**src/rtl/uart_tx_fifo.sv**
```systemverilog
// First-word-fall-through byte FIFO feeding the UART transmitter over valid/ready.
// Optional high-water-mark tracking is enabled by defining UART_TX_FIFO_HWM_EN.
module uart_tx_fifo #(
    parameter int DEPTH = 16,
    parameter int WIDTH = 8
) (
    input  logic                   i_clk,
    input  logic                   i_rst_n,
    input  logic                   i_flush,
    input  logic [WIDTH-1:0]       i_wr_data,
    input  logic                   i_wr_valid,
    output logic                   o_wr_ready,
    output logic [WIDTH-1:0]       o_rd_data,
    output logic                   o_rd_valid,
    input  logic                   i_rd_ready,
`ifdef UART_TX_FIFO_HWM_EN
    input  logic                   i_hwm_clr,
    output logic [$clog2(DEPTH):0] o_hwm,
`endif
    output logic [$clog2(DEPTH):0] o_count
);

    localparam int PW = $clog2(DEPTH);
    localparam int CW = PW + 1;
    localparam logic [CW-1:0] FULL = CW'(DEPTH);

    logic [WIDTH-1:0] mem [DEPTH];
    logic [PW-1:0]    wr_ptr;
    logic [PW-1:0]    rd_ptr;
    logic [CW-1:0]    count;
    logic             wr_fire;
    logic             rd_fire;

    // Ready comes from the registered count only, so a same-cycle read never frees a slot early.
    assign o_wr_ready = i_rst_n & (count != FULL);
    assign o_rd_valid = (count != '0);
    assign o_rd_data  = mem[rd_ptr];
    assign o_count    = count;

    assign wr_fire = i_wr_valid & o_wr_ready & ~i_flush;
    assign rd_fire = o_rd_valid & i_rd_ready & ~i_flush;

    always_ff @(posedge i_clk) begin
        if (wr_fire) begin
            mem[wr_ptr] <= i_wr_data;
        end
    end

    always_ff @(posedge i_clk or negedge i_rst_n) begin
        if (!i_rst_n) begin
            wr_ptr <= '0;
            rd_ptr <= '0;
            count  <= '0;
        end else if (i_flush) begin
            wr_ptr <= '0;
            rd_ptr <= '0;
            count  <= '0;
        end else begin
            if (wr_fire) begin
                wr_ptr <= wr_ptr + PW'(1);
            end
            if (rd_fire) begin
                rd_ptr <= rd_ptr + PW'(1);
            end
            case ({wr_fire, rd_fire})
                2'b10:   count <= count + CW'(1);
                2'b01:   count <= count - CW'(1);
                default: count <= count;
            endcase
        end
    end

`ifdef UART_TX_FIFO_HWM_EN
    // Tracks the registered count, so the mark lags occupancy by one cycle; flush leaves it alone.
    always_ff @(posedge i_clk or negedge i_rst_n) begin
        if (!i_rst_n) begin
            o_hwm <= '0;
        end else if (i_hwm_clr) begin
            o_hwm <= count;
        end else if (count > o_hwm) begin
            o_hwm <= count;
        end
    end
`endif

endmodule

```
**config.mk**
```make
export PLATFORM = sky130hd
export DESIGN_NAME = uart_tx_fifo
export DESIGN_NICKNAME = d
export VERILOG_FILES = /design/src/rtl/uart_tx_fifo.sv
export SDC_FILE = /design/constraint.sdc
export NUM_CORES = 1
export LEC_CHECK = 0
export BUFFER_PORTS_ARGS = -buffer_cell sky130_fd_sc_hd__buf_2
export CAP_MARGIN = 40
export CORE_MARGIN = 10
export CORE_UTILIZATION = 40
export CTS_CLUSTER_SIZE = 14
export DETAILED_ROUTE_END_ITERATION = 16
export REMOVE_ABC_BUFFERS = 1
export SYNTH_ARGS = -nofsm -noshare
export SYNTH_HDL_FRONTEND = slang
export SYNTH_SLANG_ARGS = --single-unit
export TNS_END_PERCENT = 100
```
**constraint.sdc**
```tcl
create_clock -name i_clk -period 2.5 [get_ports i_clk]
set_input_delay 0.375 -clock i_clk [delete_from_list [all_inputs] [get_ports i_clk]]
set_output_delay 0.375 -clock i_clk [all_outputs]
set_load 0.05 [all_outputs]
```
==> summary.md <==
| Metric | Value |
|---|---|
| Outcome | finished, violations left |
| Failing checks | negative setup slack |
| WL/cell | 20.8 µm |
| GP Congestion | 0.878 |
| Post-Syn Instances | 355 |
| Logic gate share of total power | 30.0% |
| Worst setup EP type | output pin |
| NumNets Final | 452 |
| Multiplexer area fraction after synthesis | 13.2% |
| Critical Path Max Stage Delay | 0.48 ns |
| Power Dens Cells | 989 mW/mm² |
| All-Layer GR Usage | 13.2% |
| Worst skew pair latency | 0.42 ns |
| Rows | 44 |
| Critical path destination | o_rd_data[7] |
| Storage element area | 0.00417 mm² |
| Die area | 0.0200 mm² |
| Worst r2r src | o_count[1]$_DFFE_PN0P_ |
| Largest family of logic cells by synthesized area | multiplexers |
| EDFF count, synth | 128 |
| Critical path class | flop to output pin |
| Sequential share of the synthesized area | 70.8% |
| DPL Wire Length | 8.20 mm |
| DIE WIDTH | 141 µm |
| Vias in the first global route | 3,382 |
| I/O Pins | 28 |
| Synth top area share | 65.3% |
| Post-Synth XOR/XNOR Area | 0.893% |
| Crit path DAT | 2.15 ns |
| CTS max path bufs | 2 |
| Ys Warns | 0 |
| Synth area leader | edfxtp_1 |
| Final Hold Violating Endpoints | 0 |
| Post-synthesis adder-cell area fraction | 2.04% |
| Post-synthesis simple-gate area fraction | 4.91% |
| #FFs+latches synth | 141 |
| Area contributors post-synth | edfxtp_1 65%, mux2i_1 6.3%, mux4_2 6.1%, dfrtp_1 5.5%, a221oi_1 2.4% |
| Worst R2R Path Depth | 8 |
| CTS tree | done |
| Worst IR Drop VDD | 0.000482 V |
| Switch share | 30.3% |
| Synth-to-Final Area Change | 28.7% |
| Slew @ Worst Pin | 0.533 ns |
| Core footprint | 0.0145 mm² |
| Clock Skew | 0.0105 ns |
| Final wirelength | 13.0 mm |
| Sink Count | 141 |
| Vias post-DR | 3,343 |
| Avg Cell Area, Syn | 16.6 µm² |
| Fmax | 396 MHz |
| CP Launch Point | rd_ptr[0]$_DFFE_PN0P_ |
| FF-to-FF End | o_count[4]$_DFFE_PN0P_ |
| CP Max Fanout | 8 |
| Final Util | 52.3% |
| Int Power | 5.22 mW |
| Ys flop type | edfxtp_1 |
| RSZ-0062 raised after global routing | true |
| Max_cap viols | 0 |
| Crit-path leading delay family | buffers and inverters |
| Vias per cell | 5.33 |
| Fill count | 1,168 |
| Setup violations, final | 3 |
| WP buf/inv | 3 |
| IO buf count | 27 |
| CTS clk-pin slew, worst paths | 0.06 ns |
| 1st-pass router iterations | 5 |
| CTS HTree Levels | 4 |
| PnR worst setup slack | -0.0256 ns |
| Reg-to-reg slack, setup | 0.07 ns |
| Slowest CP cell | dfrtp_2 |
| First-pass GRT wire length | 19.9 mm |
| Tmin final | 2.53 ns |
| CTS Buf Count | 17 |
| Initial DRC Count | 340 |
| Worst path cell trace | buf_4 > clkbuf_16 > mux2i_1 > a221oi_4 > o21ai_0 > nand2_1 > buf_6 |
| Crit start category | flop |
| Synth Area in Compound Gates | 6.21% |
| Die Y-Extent | 141 µm |
| Crit. path cell count | 7 |
| Hold Path Class | input port to flop |
| Synth cell types | 41 |
| Asr flop ratio synth | 9.22% |
| Multi-input gate area | 0.00188 mm² |
| CTS Root Cell | clkbuf_16 |
| Drt drc | 0 |
| Layout cell share with drive strength beyond 1 | 36.8% |
| Leak Pwr | 2.65 nW |
| Final antenna-violating net count | 0 |
| Final period util | 101% |
| Pre-CTS setup slack | -0.0794 ns |
| Ant diodes | 0 |
| Max-slew violations | 0 |
| Seq pwr share | 36.3% |
| Grt ovf | 0 |
| Largest net degree at the start of global routing | 33 |
| Required @ worst endpoint | 2.12 ns |
| Max_slew headroom | 64.2% |
| Antenna violations before repair | 0 |
| Synth Cell Area | 0.00589 mm² |
| Initial Utilization | 40.7% |
| Psw | 2.27 mW |
| Clock share of power | 33.7% |
-- placed cells by master, fill, tap and decap left out, drive strengths merged, types with 5 or more instances in the layout --
cell type,count
a221oi,16
a22oi,8
ha,8
inv,11
nor2,32
mux2i,37
nand2,16
dfrtp,13
edfxtp,128
buf,72
clkinv,5
mux4,16
clkbuf,21
o21ai,11
-- logic make-up (layout without fill, tap and decap cells) --
family / after synthesis / in the layout
muxes: 57 / 57
DFF: 141 / 141
adders and majority gates: 9 / 9
AOI/OAI and AO/OA: 49 / 49
buffers and inverters: 28 / 116
xor gates and xnor gates: 6 / 6
and+or+nand+nor: 65 / 65
-- synthesized netlist by cell type (2+ instances only) --
master,instances
xor2_1,2
and2_1,2
a22oi_1,8
nand3_1,2
ha_1,8
nand2b_1,3
mux2i_1,37
a221oi_1,16
xnor2_1,4
buf_2,4
a21oi_1,4
inv_1,8
o21ai_0,11
nor2_1,32
edfxtp_1,128
or3_1,3
buf_1,2
mux2_2,3
nor2b_1,2
dfrtp_1,13
mux4_2,16
clkbuf_1,12
nand2_1,16
a21boi_0,2
-- worst register-to-register path, cell delays in order, from the launching register on --
cell	delay (ns)
dfrtp_1	0.43
nor4_2	0.35
a21oi_1	0.14
or3_4	0.35
fa_1	0.40
nand2b_1	0.17
a21oi_2	0.20
mux2i_1	0.20
a31oi_1	0.08
-- area by class of cell --
cell class                 instances  area share [%]
clock buffer                      19            5.71
timing repair buffer              75            8.77
multi-input combinational        186            24.8
inverter                           9           0.495
sequential                       141            55.0
clock inverter                    13            2.16
tap                              184            3.04
-- power groups by stage --
stage	sequential, mW	combinational, mW	clock (mW)
2_1_floorplan	3.00	1.01	0
3_3_place_gp	2.73	1.77	0
3_5_place_dp	2.73	1.78	0
4_1_cts	2.69	1.92	2.56
5_1_grt	2.73	2.39	2.67
6_report	2.72	2.25	2.52
-- routing by layer --
metal | global-route usage (%) | vias to the layer above | part of all wire (%) | routed length [µm]
met1 | 17.4 | 1703 | 43 | 5650
met2 | 20.6 | 82 | 50 | 6510
met4 | 5.38 | 0 | 1.5 | 189
met5 | 0 | - | 0 | 0
met3 | 2.94 | 13 | 5.1 | 661
li1 | - | 1545 | - | -
-- metrics by stage --
step | setup TNS (ns) | std cells | power (mW) | hold slack, ns | area (µm²)
final | -0.0431 | 627 | 7.49 | 0.238 | 7580
after global routing | -0.594 | 627 | 7.79 | 0.239 | 7580
after CTS | 0 | 616 | 7.18 | 0.219 | 7300
after detailed placement | -0.139 | 583 | 4.51 | 0.354 | 6460
after global placement | 0 | 574 | 4.50 | 0.355 | 6390
after floorplan | -8.37 | 336 | 4.01 | 0.0794 | 5810
-- worst min-delay path by stage --
stage                     startpoint                      to  slack [ns]  cells past startpoint
final                        i_flush   rd_ptr[2]$_DFFE_PN0P_        0.24                      2
after global routing         i_flush   rd_ptr[2]$_DFFE_PN0P_        0.24                      2
after CTS                    i_flush   rd_ptr[2]$_DFFE_PN0P_        0.22                      2
after detailed placement     i_rst_n  o_count[1]$_DFFE_PN0P_        0.35                      2
after global placement       i_rst_n  o_count[4]$_DFFE_PN0P_        0.35                      2
after floorplan              i_rst_n  o_count[0]$_DFFE_PN0P_        0.08                      0
-- what timing repair did --
action | 4_1_cts | 5_1_grt
hold buffers | 1 | 0
gates resized for setup | 45 | 31
pin swaps | 2 | 20
endpoints found under the hold margin | 13 | 0
gates cloned | 0 | 3
setup endpoints to repair | 10 | 10
setup buffers | 0 | 8
-- state kept, by name, summed over array words and instances (netlist names) --
register  cells
rd_ptr        4
o_count       5
mem         128
wr_ptr        4
Note: power is estimated with default switching activity, not from simulation.
